`src/rtl/tiny16_mem_pkg.sv`:
```
// Shared widths and response-tag encoding for the tiny16 memory subsystem.
package tiny16_mem_pkg;
  localparam int unsigned ADDR_W           = 16;
  localparam int unsigned DATA_W           = 16;
  localparam int unsigned STARVE_LIMIT_DEF = 4;

  typedef enum logic [1:0] {
    TAG_NONE  = 2'd0,
    TAG_IF    = 2'd1,
    TAG_LS_RD = 2'd2,
    TAG_LS_WR = 2'd3
  } rsp_tag_e;
endpackage

```
`src/rtl/mem_arbiter.sv`:
```
// Single-port memory arbiter: load/store has priority over fetch, with a
// starvation counter that forces a fetch grant. Responses follow grants by one cycle.
module mem_arbiter
  import tiny16_mem_pkg::*;
#(
  parameter int unsigned STARVE_LIMIT = STARVE_LIMIT_DEF
) (
  input  logic              clk,
  input  logic              rst,
  input  logic              if_req_valid,
  input  logic [ADDR_W-1:0] if_req_addr,
  output logic              if_req_ready,
  output logic              if_rsp_valid,
  output logic [DATA_W-1:0] if_rsp_data,
  input  logic              ls_req_valid,
  input  logic              ls_req_we,
  input  logic [ADDR_W-1:0] ls_req_addr,
  input  logic [DATA_W-1:0] ls_req_wdata,
  output logic              ls_req_ready,
  output logic              ls_rsp_valid,
  output logic [DATA_W-1:0] ls_rsp_data,
  output logic              mem_in_en,
  output logic [ADDR_W-1:0] mem_in_addr,
  output logic [DATA_W-1:0] mem_in_data,
  output logic              mem_out_en,
  output logic [ADDR_W-1:0] mem_out_addr,
  input  logic [DATA_W-1:0] mem_out_data
);

  localparam int unsigned CNT_W = $clog2(STARVE_LIMIT + 1);
  localparam logic [CNT_W-1:0] LIMIT = CNT_W'(STARVE_LIMIT);

  logic [CNT_W-1:0] starve_q, starve_d;
  rsp_tag_e         tag_q, tag_d, tag_live;
  logic             if_grant, ls_grant;

  always_comb begin
    if_grant = 1'b0;
    ls_grant = 1'b0;
    if (!rst) begin
      if (if_req_valid && (starve_q == LIMIT)) begin
        if_grant = 1'b1;
      end else if (ls_req_valid) begin
        ls_grant = 1'b1;
      end else if (if_req_valid) begin
        if_grant = 1'b1;
      end
    end
  end

  assign if_req_ready = if_grant;
  assign ls_req_ready = ls_grant;

  always_comb begin
    mem_in_en    = 1'b0;
    mem_in_addr  = '0;
    mem_in_data  = '0;
    mem_out_en   = 1'b0;
    mem_out_addr = '0;
    tag_d        = TAG_NONE;
    if (if_grant) begin
      mem_out_en   = 1'b1;
      mem_out_addr = if_req_addr;
      tag_d        = TAG_IF;
    end else if (ls_grant && ls_req_we) begin
      mem_in_en    = 1'b1;
      mem_in_addr  = ls_req_addr;
      mem_in_data  = ls_req_wdata;
      tag_d        = TAG_LS_WR;
    end else if (ls_grant) begin
      mem_out_en   = 1'b1;
      mem_out_addr = ls_req_addr;
      tag_d        = TAG_LS_RD;
    end
  end

  always_comb begin
    starve_d = starve_q;
    if (!if_req_valid || if_grant) begin
      starve_d = '0;
    end else if (starve_q != LIMIT) begin
      starve_d = starve_q + CNT_W'(1);
    end
  end

  always_ff @(posedge clk) begin
    if (rst) begin
      starve_q <= '0;
      tag_q    <= TAG_NONE;
    end else begin
      starve_q <= starve_d;
      tag_q    <= tag_d;
    end
  end

  // Reset is synchronous, so the tag can still be live during the first rst
  // cycle; masking it here drops a read that was in flight when rst rose.
  assign tag_live = rst ? TAG_NONE : tag_q;

  always_comb begin
    if_rsp_valid = 1'b0;
    if_rsp_data  = '0;
    ls_rsp_valid = 1'b0;
    ls_rsp_data  = '0;
    case (tag_live)
      TAG_IF: begin
        if_rsp_valid = 1'b1;
        if_rsp_data  = mem_out_data;
      end
      TAG_LS_RD: begin
        ls_rsp_valid = 1'b1;
        ls_rsp_data  = mem_out_data;
      end
      TAG_LS_WR: begin
        ls_rsp_valid = 1'b1;
      end
      default: ;
    endcase
  end

endmodule

```
`config.mk`:
```
export PLATFORM = sky130hd
export DESIGN_NAME = mem_arbiter
export DESIGN_NICKNAME = d
export VERILOG_FILES = /design/src/rtl/tiny16_mem_pkg.sv /design/src/rtl/mem_arbiter.sv
export SDC_FILE = /design/constraint.sdc
export NUM_CORES = 1
export LEC_CHECK = 0
export CAP_MARGIN = 25
export CORE_MARGIN = 2
export CORE_UTILIZATION = 23
export CTS_CLUSTER_DIAMETER = 80
export DETAILED_ROUTE_END_ITERATION = 12
export PLACE_DENSITY = 0.94
export SLEW_MARGIN = 0
export SYNTH_ARGS = -nofsm -noshare
export SYNTH_HDL_FRONTEND = slang
export SYNTH_SLANG_ARGS = --single-unit
```
`constraint.sdc`:
```
create_clock -name clk -period 4 [get_ports clk]
set_input_delay 0.8 -clock clk [delete_from_list [all_inputs] [get_ports clk]]
set_output_delay 0.8 -clock clk [all_outputs]
set_load 0.03 [all_outputs]
```
==> out/metrics.yaml, run 1 <==
r2r_start: "starve_q[0]$_SDFFE_PP0P_"
critPathArrivalTime_ps: 2830
grt_pass1_vias: 1452
cp_slowest_stage_delay_ps: 670
mostFrequentLayoutCells: "154 x clkdlybuf4s50_1, 66 x and2_1, 16 x a22o_1"
vias: 1443
port_buffers: 154
die_w_um: 66.3
cp.required_ps: 3200
dp_cells: 318
drive_above_1_share_pct: 4.01
wl_um: 4320
hpwl_um: 3800
cp_cell_sequence: "clkdlybuf4s50_1 -> nor2b_2 -> and3_1 -> buf_4 -> and2_1 -> clkdlybuf4s50_1"
routed-wl-met2_um: 2330
fin_cells: 322
avgSynthCellArea_sq_um: 7.43
clockPowerShare_pct: 25.2
fin_crit_ps: 3630
setup_violations: 0
ios: 155
holdBufCountCts: 0
cts_max_path_buffers: 2
diodes: 0
critPathSlowestCell: "clkdlybuf4s50_1"
core_sq_um: 3690
highest_layer: "met4"
synth_cells: 120
path_clk_slew_ps: 30
hold_class: "register to register"
routabilityCongestion: 0.869
place_area_sq_um: 2460
die_y_um: 66.3
wl_met3_um: 566
holdPathStages: 1
post_cts_buffers: 0
worstRegToRegCells: 6
syn2layout_area_growth_pct: 180
ir_worst_vdd_uv: 126
path_max_fanout: 21
firstDrtPassIters: 4
p_switching_mw: 0.124
path_delay_family: "buffers and inverters"
power_frac_seq_pct: 14.4
final_common_cell: "clkdlybuf4s50_1"
period_share_pct: 90.8
dieArea_sq_um: 4390
crit_buf_inv: 3
worstSetupPathType: "primary input to output pin"
worst_slew_pin_slew_ps: 383
min_to: "starve_q[0]$_SDFFE_PP0P_"
antenna_left: 0
fin_util_pct: 67.8
drt_iter0_drc: 37
power.density_nw_per_um2: 147
grt_start_max_net_pins: 22
cp_common_cell: "clkdlybuf4s50_1"
yosys_warnings: 0
htree_levels: 1
grt_usage_pct: 19.5
fmax_mhz: 275
initial_core_util_pct: 24.2
comb_power_share_pct: 60.4
cap_violations: 0
clock_skew_ps: 1.89
synthesis.area_sq_um: 892
rsz0062_at_grt: "false"
reg2reg_to: "tag_q[0]$_SDFF_PP0_"
r2r_slack_ps: 2600
vias_per_cell: 4.48
ys_ff_latch: 5
finalHoldViolations: 0
run_status: "finished, final reports clean"
post_cts_resized: 0
drt_drc_violations_left: 0
p_int_mw: 0.243
cts_sinks: 5
slew_violations: 0
p_sw_share_pct: 33.8
tns_ps: 0
maxSlewHeadroom_pct: 74.4
synth-seq-area-share_pct: 11.2
clkLatencyLatePin_ps: 220
fillers: 305
core.rowCount: 22
startpoint_type: "primary input"
fin_nets: 346
avgRoutedWirePerCell_um: 13.4
synth.net_count: 191
hp-start: "starve_q[0]$_SDFFE_PP0P_"
critPathCaptureType: "output pin"
cts_tree: "done"
clockRootBuffer: "clkbuf_8"
m1WireLength_um: 1340
overflow: 0
p_leak_nw: 0.978
antenna_found_initial: 0
finalInstanceArea_sq_um: 2500
grt_pass1_wl_um: 6610
synth_cell_types: 21
cts_buffers: 3
-- power groups by stage --
stage / clock network (mW) / registers (mW) / logic, mW
4_1_cts: 0.0956 / 0.0529 / 0.224
2_1_floorplan: 0 / 0.0534 / 0.0952
5_1_grt: 0.0976 / 0.0531 / 0.235
3_3_place_gp: 0 / 0.0535 / 0.220
3_5_place_dp: 0 / 0.0536 / 0.223
6_report: 0.0926 / 0.0529 / 0.222
-- worst max-delay path by stage --
stage          cells after the start         start         endpoint
6_report                           6  ls_req_valid   mem_in_data[3]
5_1_grt                            6  ls_req_valid  mem_in_data[15]
4_1_cts                            6  ls_req_valid  mem_in_data[15]
3_5_place_dp                       6  ls_req_valid  mem_in_data[15]
3_3_place_gp                       6  ls_req_valid  mem_out_addr[5]
2_1_floorplan                      4           rst  ls_rsp_data[10]
-- logic make-up after synthesis --
kind of cell    after synthesis  synth area share (%)
compound gates               17                  17.5
fa+ha+maj                     2                  2.80
buf+inv                      12                  9.68
flops                         5                  11.2
mux                           1                  1.12
simple gates                 83                  57.6
-- sequential cells by signal, summed over array words and instances, names as in the netlist --
register,cells
starve_q,3
tag_q,2
-- stage by stage --
step	total power, mW	worst slack (ps)	hold WS (ps)
2_1_floorplan	0.149	1220	417
3_3_place_gp	0.273	398	429
3_5_place_dp	0.276	372	438
4_1_cts	0.372	358	443
5_1_grt	0.386	228	466
6_report	0.367	366	437
-- worst register-to-register path: stages, from the launching register on --
cell and delay, ps:
dfxtp_1 310, inv_1 60, ha_1 190, nand3_1 130, and3_1 210, buf_4 190
or2_1 210
-- final cells by class --
| type | count | area [sq um] | share of cell area, % |
|---|---|---|---|
| timing repair buffer | 159 | 1580 | 63.1 |
| multi-input combinational | 103 | 706 | 28.2 |
| sequential | 5 | 100 | 4.00 |
| tap | 48 | 60.1 | 2.40 |
| clock buffer | 4 | 45.0 | 1.80 |
| inverter | 3 | 11.3 | 0.450 |
-- synth_stat cells --
library cell,n,area share (%)
a21oi_4,1,1.8
a22o_1,16,16
and2_1,66,46
and2b_1,1,0.84
and3_1,1,0.70
and3b_1,1,0.98
buf_2,3,1.7
buf_4,2,1.7
buf_6,4,5.0
dfxtp_1,5,11
ha_1,2,2.8
inv_1,3,1.3
mux2i_1,1,1.1
nand2_1,2,0.84
nand2b_1,1,0.70
nand3_1,2,1.1
nor2_1,4,1.7
nor2b_1,1,0.70
nor2b_2,1,0.98
nor3b_2,1,1.4
or2_1,2,1.4
-- per-layer routing --
metal | up-vias | GRT usage, %
met4 | 0 | 5.61
li1 | 703 | -
met1 | 635 | 17.7
met3 | 6 | 6.64
met5 | - | 0
met2 | 99 | 39.8
No activity file was read; power rests on OpenSTA's default activity.
==> inputs of run 2 (changes only) <==
Settings changed: SETUP_SLACK_MARGIN set to 0.4.
==> out/metrics.yaml, run 2 (synthesized netlist as in run 1, its figures left out) <==
die_w_um: 66.3  # unchanged
largest_register_ffs: 3  # unchanged
avgRoutedWirePerCell_um: 13.6  # +1.1%
path_clk_slew_ps: 30  # about the same
syn2layout_area_growth_pct: 185
post_cts_resized: 23  # +23
mostFrequentLayoutCells: "104 x clkdlybuf4s50_1, 66 x and2_1, 27 x dlymetal6s2s_1"
vias_per_cell: 4.51  # +0.55%
cts_max_path_buffers: 2  # unchanged
ir_worst_vdd_uv: 125  # -1.2%
diodes: 0  # unchanged
use_met3_pct: 6.81  # +0.17 points
ios: 155  # unchanged
cap_violations: 0  # unchanged
grt_pass1_wl_um: 6580  # -0.42%
p_leak_nw: 1.53  # +57%
drive_above_1_share_pct: 4.38  # +0.36 points
finalInstanceArea_sq_um: 2540  # +1.6%
fin_nets: 346  # unchanged
fmax_mhz: 296  # +7.4%
drt_drc_violations_left: 0  # unchanged
port_buffers: 154  # unchanged
largest-register: "starve_q"
core.rowCount: 22  # unchanged
wl_um: 4370  # +1.1%
run_status: "finished, final reports clean"
holdBufCountCts: 0  # unchanged
firstDrtPassIters: 4  # unchanged
grt_usage_pct: 19.4  # -0.071 points
core_sq_um: 3690  # unchanged
period_share_pct: 84.6  # -6.3 points
dieArea_sq_um: 4390  # unchanged
clkLatencyLatePin_ps: 220  # about the same
path_max_fanout: 16  # -24%
die_y_um: 66.3  # unchanged
use_met2_pct: 39.4  # -0.38 points
grt_pass1_vias: 1443  # -0.62%
fillers: 316  # +3.6%
hpwl_um: 3800  # unchanged
cts_sinks: 5  # unchanged
worstSetupPathType: "primary input to output pin"
hold_class: "register to register"
finalHoldViolations: 0  # unchanged
htree_levels: 1  # unchanged
top_usage_layer: "met2"
cp.required_ps: 3200  # about the same
rsz0062_at_grt: "false"
startpoint_type: "primary input"
critPathCaptureType: "output pin"
fin_cells: 322  # unchanged
clock_skew_ps: 1.90  # +0.0137 ps
place_area_sq_um: 2460  # unchanged
antenna_found_initial: 0  # unchanged
critPathArrivalTime_ps: 2580  # -250 ps
dp_cells: 318  # unchanged
antenna_left: 0  # unchanged
slew_violations: 0  # unchanged
grtUsageMet1_pct: 17.4  # -0.30 points
post_cts_buffers: 0  # unchanged
setup_violations: 0  # unchanged
grt_start_max_net_pins: 22  # unchanged
power.density_nw_per_um2: 142  # -3.6%
vias: 1451  # +0.55%
largestRegisters: "starve_q x3, tag_q x2"
clockRootBuffer: "clkbuf_8"
finalPower_mw: 0.360  # -2.0%
overflow: 0  # unchanged
cts_buffers: 3  # unchanged
initial_core_util_pct: 24.2  # unchanged
fin_crit_ps: 3380  # -251 ps
worst_slew_pin_slew_ps: 385  # +1.90 ps
maxSlewHeadroom_pct: 74.3  # -0.13 points
final_common_cell: "clkdlybuf4s50_1"
routabilityCongestion: 0.869  # unchanged
drt_iter0_drc: 32  # -14%
cts_tree: "done"
tns_ps: 0  # unchanged
[run 2: cell count changes in the layout (fill, tap and decap cells not counted), sizes merged]
cell,change
dlymetal6s2s,+27
dlygate4sd2,+23
clkdlybuf4s50,-50
[run 2: critical path, cell delays in order]
cell	delay, ps
clkdlybuf4s50_1	490
nor2b_1	170
and2b_2	290
and2_1	170
clkdlybuf4s50_1	670
[run 2: cell type report]
cell class                      count  area (sq um)  share of cell area (%)
Clock buffer                        4          45.0                    1.77
Sequential cell                     5           100                    3.94
Tap cell                           48          60.1                    2.36
Multi-Input combinational cell    103           707                    27.8
Timing Repair Buffer              159          1620                    63.7
Inverter                            3          11.3                   0.443
[run 2: worst paths after layout]
path | from | end | slack (ps) | cells after the start
min reg2reg | starve_q[0]$_SDFFE_PP0P_ | starve_q[0]$_SDFFE_PP0P_ | 440 | 1
min | starve_q[0]$_SDFFE_PP0P_ | starve_q[0]$_SDFFE_PP0P_ | 440 | 1
max reg2reg | starve_q[0]$_SDFFE_PP0P_ | tag_q[0]$_SDFF_PP0_ | 2600 | 6
max | rst | ls_rsp_data[12] | 620 | 5
[run 2: layer usage]
metal	vias up	routed length (um)
li1	704	-
met1	644	1360
met2	97	2390
met3	6	539
met4	0	78
met5	-	0
[run 2: per-stage QoR]
stage,util (%),worst slack (ps),hold WS [ps]
after floorplan,-,1220,417
after global placement,66.6,398,429
after detailed placement,66.6,372,438
after CTS,67.0,402,443
after global routing,68.9,495,466
final,68.9,617,437
[run 2: power breakdown]
part	leakage (nW)	switching [mW]	total [mW]	internal, mW
logic	1.47	0.0984	0.214	0.116
registers	0.0410	0.000904	0.0529	0.0520
clock network	0.0228	0.0242	0.0926	0.0684
==> inputs of run 3 (changes only) <==
Settings changed: CORE_UTILIZATION 23 to 21, PLACE_DENSITY 0.94 to 0.88.
Clock period 4 ns to 3.5 ns, I/O delays scaled along.
==> out/metrics.yaml, run 3 (synthesized netlist as in run 1, its figures left out) <==
path_max_fanout: 17  # +1
grt_start_max_net_pins: 35  # +59%
fin_cells: 323  # +0.31%
critPathCaptureType: "output pin"
fin_crit_ps: 2990
power.density_nw_per_um2: 172  # +22%
rsz0062_at_grt: "false"
drt_drc_violations_left: 0  # unchanged
multi_input_area_sq_um: 707  # unchanged
wl_um: 3980  # -8.7%
mostFrequentLayoutCells: "72 x clkdlybuf4s50_1, 66 x and2_1, 54 x buf_4"
cts_max_path_buffers: 2  # unchanged
p_switching_mw: 0.143  # +15%
clockRootBuffer: "clkbuf_8"
grt_pass1_wl_um: 6410  # -2.6%
critPathArrivalTime_ps: 2290  # -290 ps
cap_violations: 0  # unchanged
fin_nets: 345  # -0.29%
worst_slew_pin_slew_ps: 378  # -6.53 ps
diodes: 0  # unchanged
routabilityCongestion: 0.815  # -6.2%
hp-start: "starve_q[0]$_SDFFE_PP0P_"
worstRegToRegCells: 6  # unchanged
holdBufCountCts: 0  # unchanged
antenna_found_initial: 0  # unchanged
firstDrtPassIters: 2  # -2
crit_buf_inv: 3  # +1
die_y_um: 69.2  # +4.4%
dp_cells: 319  # +0.31%
setup_violations: 0  # unchanged
core.rowCount: 23  # +4.5%
startpoint_type: "primary input"
p_sw_share_pct: 35.1  # +0.75 points
p_leak_nw: 1.30  # -15%
cp_common_cell: "clkdlybuf4s50_1"
r2r_slack_ps: 2110  # -490 ps
ir_worst_vdd_uv: 135  # +7.8%
cts_sinks: 5  # unchanged
final_common_cell: "clkdlybuf4s50_1"
critPathSlowestCell: "clkdlybuf4s50_1"
cp.required_ps: 2800  # -400 ps
overflow: 0  # unchanged
die_w_um: 69.2  # +4.4%
initial_core_util_pct: 22.0  # -2.2 points
clock_skew_ps: 2.62  # +0.718 ps
ios: 155  # unchanged
whs_ps: 445  # +7.63 ps
path_clk_slew_ps: 30  # about the same
finalPower_mw: 0.407  # +13%
drive_above_1_share_pct: 22.3  # +18 points
port_buffers: 154  # unchanged
fillers: 376  # +19%
cts_buffers: 3  # unchanged
slew_violations: 0  # unchanged
path_delay_family: "buffers and inverters"
antenna_left: 0  # unchanged
fin_util_pct: 58.1  # -11 points
vias_per_cell: 4.39  # -2.6%
cts_tree: "done"
worstSetupPathType: "primary input to output pin"
vias: 1418  # -2.3%
hold_class: "register to register"
grt_pass1_vias: 1350  # -6.4%
clkLatencyLatePin_ps: 230  # about the same
post_cts_buffers: 0  # unchanged
largest_register_ffs: 3  # unchanged
largest-register: "starve_q"
htree_levels: 1  # unchanged
run_status: "finished, final reports clean"
tns_ps: 0  # unchanged
crit_path_end: "if_rsp_valid"
cp_cell_sequence: "clkdlybuf4s50_1 -> nor3b_2 -> buf_4 -> clkdlybuf4s50_1"
grt_usage_pct: 16.3  # -3.1 points
dieArea_sq_um: 4790  # +8.9%
fmax_mhz: 334
reg2reg_to: "tag_q[0]$_SDFF_PP0_"
seqCellArea_sq_um: 100  # unchanged
finalHoldViolations: 0  # unchanged
syn2layout_area_growth_pct: 164
clockPowerShare_pct: 26.8  # +1.1 points
core_sq_um: 4060  # +10%
avgRoutedWirePerCell_um: 12.3  # -9.0%
largestRegisters: "starve_q x3, tag_q x2"
r2r_start: "starve_q[0]$_SDFFE_PP0P_"
comb_power_share_pct: 58.3  # -1.3 points
crit_start: "rst"
p_int_mw: 0.264  # +12%
cp.depth: 4  # -1
hpwl_um: 3440  # -9.4%
drt_iter0_drc: 34  # +6.3%
cp_slowest_stage_delay_ps: 690  # +20 ps
power_frac_seq_pct: 14.9  # +0.2 points
period_share_pct: 85.4
maxSlewHeadroom_pct: 74.7  # +0.44 points
run 3: cell types whose count changed in the layout (fill, tap and decap cells not counted):
| cell | change |
|---|---|
| dlygate4sd2_1 | +2 |
| dlymetal6s2s_1 | -20 |
| clkdlybuf4s50_1 | -32 |
| buf_4 | +49 |
run 3: final cells by class:
class                           count  area share [%]
Tap cell                           50            2.65
Sequential cell                     5            4.24
Timing Repair Buffer              158            60.7
Clock buffer                        4            1.91
Inverter                            3           0.477
Multi-Input combinational cell    103            30.0
run 3: worst min path at each step:
stage / end / slack (ps) / cells after the start
3_3_place_gp: starve_q[0]$_SDFFE_PP0P_ / 430 / 1
6_report: starve_q[0]$_SDFFE_PP0P_ / 440 / 1
3_5_place_dp: starve_q[0]$_SDFFE_PP0P_ / 440 / 1
4_1_cts: starve_q[0]$_SDFFE_PP0P_ / 450 / 1
5_1_grt: starve_q[0]$_SDFFE_PP0P_ / 490 / 1
2_1_floorplan: starve_q[0]$_SDFFE_PP0P_ / 420 / 1
run 3: timing repair:
item / CTS / global route
endpoints found under the hold margin: 0 / 0
resized for setup: 26 / 7
setup endpoints to repair: 25 / 7
run 3: per-layer routing:
layer | up-vias | routed length [um] | share of wire, % | GRT usage (%)
met1 | 604 | 1420 | 36 | 17.2
met3 | 8 | 541 | 14 | 7.70
met4 | 0 | 85 | 2.1 | 5.45
met2 | 109 | 1940 | 49 | 28.5
li1 | 697 | - | - | -
met5 | - | 0 | 0 | 0
run 3: per-stage QoR:
stage	area, sq um	setup slack, ps
detailed placement	2330	184
global route	2360	448
global placement	2330	246
CTS	2340	401
floorplan	892	917
finish	2360	510
run 3: power by group through the flow:
stage / sequential, mW / clock [mW] / combinational [mW]
CTS: 0.0605 / 0.112 / 0.240
finish: 0.0604 / 0.109 / 0.237
global route: 0.0606 / 0.117 / 0.252
detailed placement: 0.0613 / 0 / 0.245
global placement: 0.0612 / 0 / 0.242
floorplan: 0.0610 / 0 / 0.109
